`config.mk`:
```
export PLATFORM = sky130hd
export DESIGN_NAME = reg_write_bank
export DESIGN_NICKNAME = d
export VERILOG_FILES = /design/src/rtl/reg_write_bank_pkg.sv /design/src/rtl/reg_write_bank_decoder_5to32.sv /design/src/rtl/reg_write_bank.sv
export SDC_FILE = /design/constraint.sdc
export NUM_CORES = 1
export LEC_CHECK = 0
export CORE_AREA = 2 2 441 443
export CTS_BUF_LIST = sky130_fd_sc_hd__clkbuf_8
export DETAILED_ROUTE_END_ITERATION = 16
export DIE_AREA = 0 0 443 445
export GPL_ROUTABILITY_DRIVEN = 0
export GPL_TIMING_DRIVEN = 0
export SYNTH_ARGS = -nofsm -noshare
export SYNTH_HDL_FRONTEND = slang
export SYNTH_SLANG_ARGS = --single-unit
```
`constraint.sdc`:
```
create_clock -name clock -period 5.2 [get_ports clock]
set_input_delay 1.56 -clock clock [delete_from_list [all_inputs] [get_ports clock]]
set_output_delay 1.56 -clock clock [all_outputs]
set_load 0.005 [all_outputs]
```
`src/rtl/reg_write_bank_pkg.sv`:
```
// Shared sizing for the register-file write bank.
// Index width is tied to the 32-entry file.
package reg_write_bank_pkg;
    localparam int NUM_REGS = 32;
    localparam int REG_W    = 32;
    localparam int IDX_W    = 5;

    localparam logic [IDX_W-1:0] ZERO_REG = '0;
endpackage

```
`src/rtl/reg_write_bank_decoder_5to32.sv`:
```
// Combinational 5-to-32 one-hot decoder with enable.
// Used for both the write strobe and the scoreboard claim.
module decoder_5to32
    import reg_write_bank_pkg::*;
(
    input  logic [IDX_W-1:0]    i_idx,
    input  logic                i_en,
    output logic [NUM_REGS-1:0] o_onehot
);

    always_comb begin
        o_onehot = '0;
        if (i_en) begin
            o_onehot[i_idx] = 1'b1;
        end
    end

endmodule

```
`src/rtl/reg_write_bank.sv`:
```
// Write side of the 32x32 register file with busy scoreboard.
// Define REG_BYPASS_EN for write-through on regs_flat.
module reg_write_bank
    import reg_write_bank_pkg::*;
(
    input  logic                      clock,
    input  logic                      reset,
    input  logic                      ctrl_writeEnable,
    input  logic [IDX_W-1:0]          ctrl_writeReg,
    input  logic [REG_W-1:0]          data_writeReg,
    input  logic                      claim_valid,
    input  logic [IDX_W-1:0]          claim_reg,
    output logic [NUM_REGS*REG_W-1:0] regs_flat,
    output logic [NUM_REGS-1:0]       busy,
    output logic [NUM_REGS-1:0]       write_onehot,
    output logic                      write_ack
);

    logic [NUM_REGS-1:0] w_wr_oh;
    logic [NUM_REGS-1:0] w_claim_oh;
    logic [NUM_REGS-1:0] w_busy_nxt;

    logic [REG_W-1:0]    r_regs [1:NUM_REGS-1];
    logic [NUM_REGS-1:0] r_busy;
    logic [NUM_REGS-1:0] r_wr_oh;
    logic                r_ack;

    decoder_5to32 u_wr_dec (
        .i_idx    (ctrl_writeReg),
        .i_en     (ctrl_writeEnable),
        .o_onehot (w_wr_oh)
    );

    decoder_5to32 u_claim_dec (
        .i_idx    (claim_reg),
        .i_en     (claim_valid),
        .o_onehot (w_claim_oh)
    );

    // A same-cycle claim outranks the retiring write; r0 never goes busy.
    always_comb begin
        w_busy_nxt = (r_busy & ~w_wr_oh) | w_claim_oh;
        w_busy_nxt[ZERO_REG] = 1'b0;
    end

    always_ff @(posedge clock) begin
        if (reset) begin
            for (int i = 1; i < NUM_REGS; i++) begin
                r_regs[i] <= '0;
            end
            r_busy  <= '0;
            r_wr_oh <= '0;
            r_ack   <= 1'b0;
        end else begin
            for (int i = 1; i < NUM_REGS; i++) begin
                if (w_wr_oh[i]) begin
                    r_regs[i] <= data_writeReg;
                end
            end
            r_busy  <= w_busy_nxt;
            r_wr_oh <= w_wr_oh;
            r_ack   <= ctrl_writeEnable;
        end
    end

    always_comb begin
        regs_flat = '0;
        for (int i = 1; i < NUM_REGS; i++) begin
            regs_flat[i*REG_W +: REG_W] = r_regs[i];
`ifdef REG_BYPASS_EN
            if (w_wr_oh[i]) begin
                regs_flat[i*REG_W +: REG_W] = data_writeReg;
            end
`endif
        end
    end

    assign busy         = r_busy;
    assign write_onehot = r_wr_oh;
    assign write_ack    = r_ack;

endmodule

```
==> results.sh <==
export IMPL_finalMaxSlewViolations=0
export IMPL_grt_max_degree=34
export IMPL_intPower_w=0.0143
export IMPL_ir_worst_vdd_mv=0.245
export IMPL_h_tree_depth=4
export IMPL_fin_util_pct=29.2
export IMPL_regArea_mm2=0.0311
export IMPL_power_w=0.0194
export IMPL_wl_mm=213
export IMPL_die_y_um=445
export IMPL_async_flop_share_pct=0
export IMPL_critPathMaxFanout=10
export IMPL_post_route_period_util_pct=85.7
export IMPL_dp_hpwl_mm=158
export IMPL_nFillCells=19702
export IMPL_multi_input_area_mm2=0.00584
export IMPL_antenna_found_initial=30
export IMPL_dp_slack_ps=72.2
export IMPL_fin_skew_ps=0
export IMPL_syn2layout_area_growth_pct=47.8
export IMPL_slew_headroom_pct=1.68
export IMPL_cts_path_max_buffers=3
export IMPL_rrSetupSlack_ps=4490
export IMPL_dieWidth_um=443
export IMPL_worstSetupEndpointType="register"
export IMPL_muxShareOfSynthArea_pct=0
export IMPL_worst_pin_slew_ps=1470
export IMPL_p_leak_nw=18.3
export IMPL_cts_hold_buf=0
export IMPL_dp_cells=6366
export IMPL_yosysMostFrequentCell="nor2_1"
export IMPL_wl_per_cell_um=31.5
export IMPL_ant_nets=0
export IMPL_synth_seq_cells=1056
export IMPL_layout_drive_gt1_share_pct=9.82
export IMPL_ys_seq_area_share_pct=82.0
export IMPL_min_path_type="register to register"
export IMPL_grt_pass1_vias=27496
export IMPL_layout_setup_ws_ps=744
export IMPL_p_per_area_mw_per_mm2=346
export IMPL_path_class="input pin to register"
export IMPL_r2r_end="busy[7]$_SDFF_PP0_"
export IMPL_synth_top_area_cell="edfxtp_1"
export IMPL_pwr_share_comb_pct=10.6
export IMPL_io_pins=1135
export IMPL_final_hold_violation_count=0
export IMPL_synth_area_per_cell_um2=14.0
export IMPL_start_kind="input pin"
export IMPL_synthTopCellsByCount="1028 x nor2_1, 992 x edfxtp_1, 274 x nand2_1"
export IMPL_yosysWarnings=0
export IMPL_drt_first_pass_iters=6
export IMPL_clkPwrFrac_pct=38.4
export IMPL_clock_latency_ps=940
export IMPL_vias=29370
export IMPL_cts_made_buffers=184
export IMPL_synth_distinct_cells=39
export IMPL_synthTopCellsByArea="edfxtp_1 79%, nor2_1 10%, dfxtp_1 3.4%, nand2_1 2.7%, clkbuf_1 0.94%"
export IMPL_cts_root_buffer="clkbuf_8"
export IMPL_setup_viol=0
export IMPL_r2r_cells=2
export IMPL_fmax_ghz=0.224
export IMPL_p_switching_w=0.00511
export IMPL_die_area_mm2=0.197
export IMPL_cap_violations=0
export IMPL_critPathCapture="r_regs[0][982]$_SDFFCE_PN0P_"
export IMPL_status="completed"
export IMPL_fin_cells=6747
export IMPL_grt_ovfl_total=0
export IMPL_portBuffers=1066
export IMPL_synth_fa_ha_area_share_pct=0
export IMPL_synth_top_area_share_pct=78.6
export IMPL_crit_required_ps=5740
export IMPL_seq_power_share_pct=51.0
export IMPL_crit_path_start="reset"
export IMPL_grt_pass1_wl_mm=267
export IMPL_synth_simple_gate_area_share_pct=13.8
export IMPL_syn_inst=2715
export IMPL_cts_tree="yes"
export IMPL_path_clk_slew_ps=60
export IMPL_rsz0062_at_grt="no"
export IMPL_synth_area_mm2=0.0379
export IMPL_synthFlopType="edfxtp_1"
export IMPL_grt_usage_pct=20.6
export IMPL_p_sw_share_pct=26.4
export IMPL_synthXorXnorAreaFrac_pct=0
export IMPL_route_detailed_drc=0
export IMPL_synth_top_family_by_area="simple AND/OR/NAND/NOR gates"
export IMPL_critPathArrivalTime_ps=4990
export IMPL_cts_resized_gates=0
export IMPL_core_area_mm2=0.192
export IMPL_drtIter0Drc=3511
export IMPL_synth_compound_gate_area_share_pct=1.10
export IMPL_rows=161
export IMPL_synth_edff_count=992
export IMPL_fin_nets=4072
export IMPL_min_period_ps=4460
export IMPL_r2r_start="busy[7]$_SDFF_PP0_"
export IMPL_start_util_pct=19.7
export IMPL_cts_num_sinks=1056
export IMPL_vias_per_cell=4.35
export IMPL_post_cts_buffers=0
==> worst max-delay path: stages <==
cell and delay [ps]:
clkdlybuf4s50_1 590, nor2_1 80, nand3_1 130, clkbuf_1 1090, buf_1 1000, nor2_1 500
==> per-layer routing <==
layer	GRT usage, %	wire [µm]	vias up
met5	0	13	-
met4	11.4	12300	2
met3	7.85	25100	442
met2	34.1	103000	2310
met1	22.9	72600	14744
li1	-	-	11872
==> metrics by stage <==
stage                     hold WS [ps]  cell area (µm²)  setup TNS [ps]
after detailed placement           452            52500               0
after global placement             452            51900         -328730
after global routing               481            55900               0
final                              463            56000               0
after CTS                          461            55900               0
after floorplan                    456            38000               0
==> state kept, by name, indices dropped and copies added (netlist names) <==
register      count
busy             31
r_regs          992
write_ack         1
write_onehot     32
==> power groups by stage <==
stage          clock [W]  combinational [W]  sequential [W]
4_1_cts          0.00758            0.00206         0.00989
6_report         0.00744            0.00205         0.00989
3_3_place_gp           0            0.00200          0.0101
3_5_place_dp           0            0.00206          0.0101
2_1_floorplan          0           0.000348          0.0101
5_1_grt          0.00789            0.00210         0.00992
==> logic make-up (layout without fill, tap and decap cells) <==
group           Yosys count  in the layout
flops                  1056           1056
compound gates           62             62
other cells               1             87
simple gates           1345           1345
buf+inv                 251           1671
==> cell type report <==
class | count | share of cell area (%)
Antenna cell | 54 | 0.241
Timing Repair Buffer | 1093 | 20.0
Inverter | 33 | 0.221
Sequential cell | 1056 | 55.4
Buffer | 218 | 1.90
Clock buffer | 187 | 4.59
Clock inverter | 140 | 1.52
Multi-Input combinational cell | 1440 | 10.4
Tap cell | 2526 | 5.64
==> cells in the final DEF (no fill, tap or decap), types with 8 or more instances in the layout <==
cell,count
a21o_2,25
buf_1,24
buf_12,21
buf_2,53
buf_4,47
clkbuf_1,87
clkbuf_2,8
clkbuf_8,187
clkdlybuf4s50_1,1066
clkinv_1,40
clkinv_2,18
clkinvlp_4,10
conb_1,33
dfxtp_1,64
diode_2,54
edfxtp_1,992
inv_1,81
nand2_1,274
nor2_1,1028
o21ai_0,11
o22ai_1,12
==> how the worst min path moves through the flow <==
stage	startpoint	to	slack, ps	cells past startpoint
CTS	busy[25]$_SDFF_PP0_	busy[25]$_SDFF_PP0_	460	2
floorplan	busy[25]$_SDFF_PP0_	busy[25]$_SDFF_PP0_	460	2
finish	busy[25]$_SDFF_PP0_	busy[25]$_SDFF_PP0_	460	2
global placement	busy[25]$_SDFF_PP0_	busy[25]$_SDFF_PP0_	450	2
global route	busy[25]$_SDFF_PP0_	busy[25]$_SDFF_PP0_	480	2
detailed placement	busy[25]$_SDFF_PP0_	busy[25]$_SDFF_PP0_	450	2
Power figures use the tool's default switching activity.
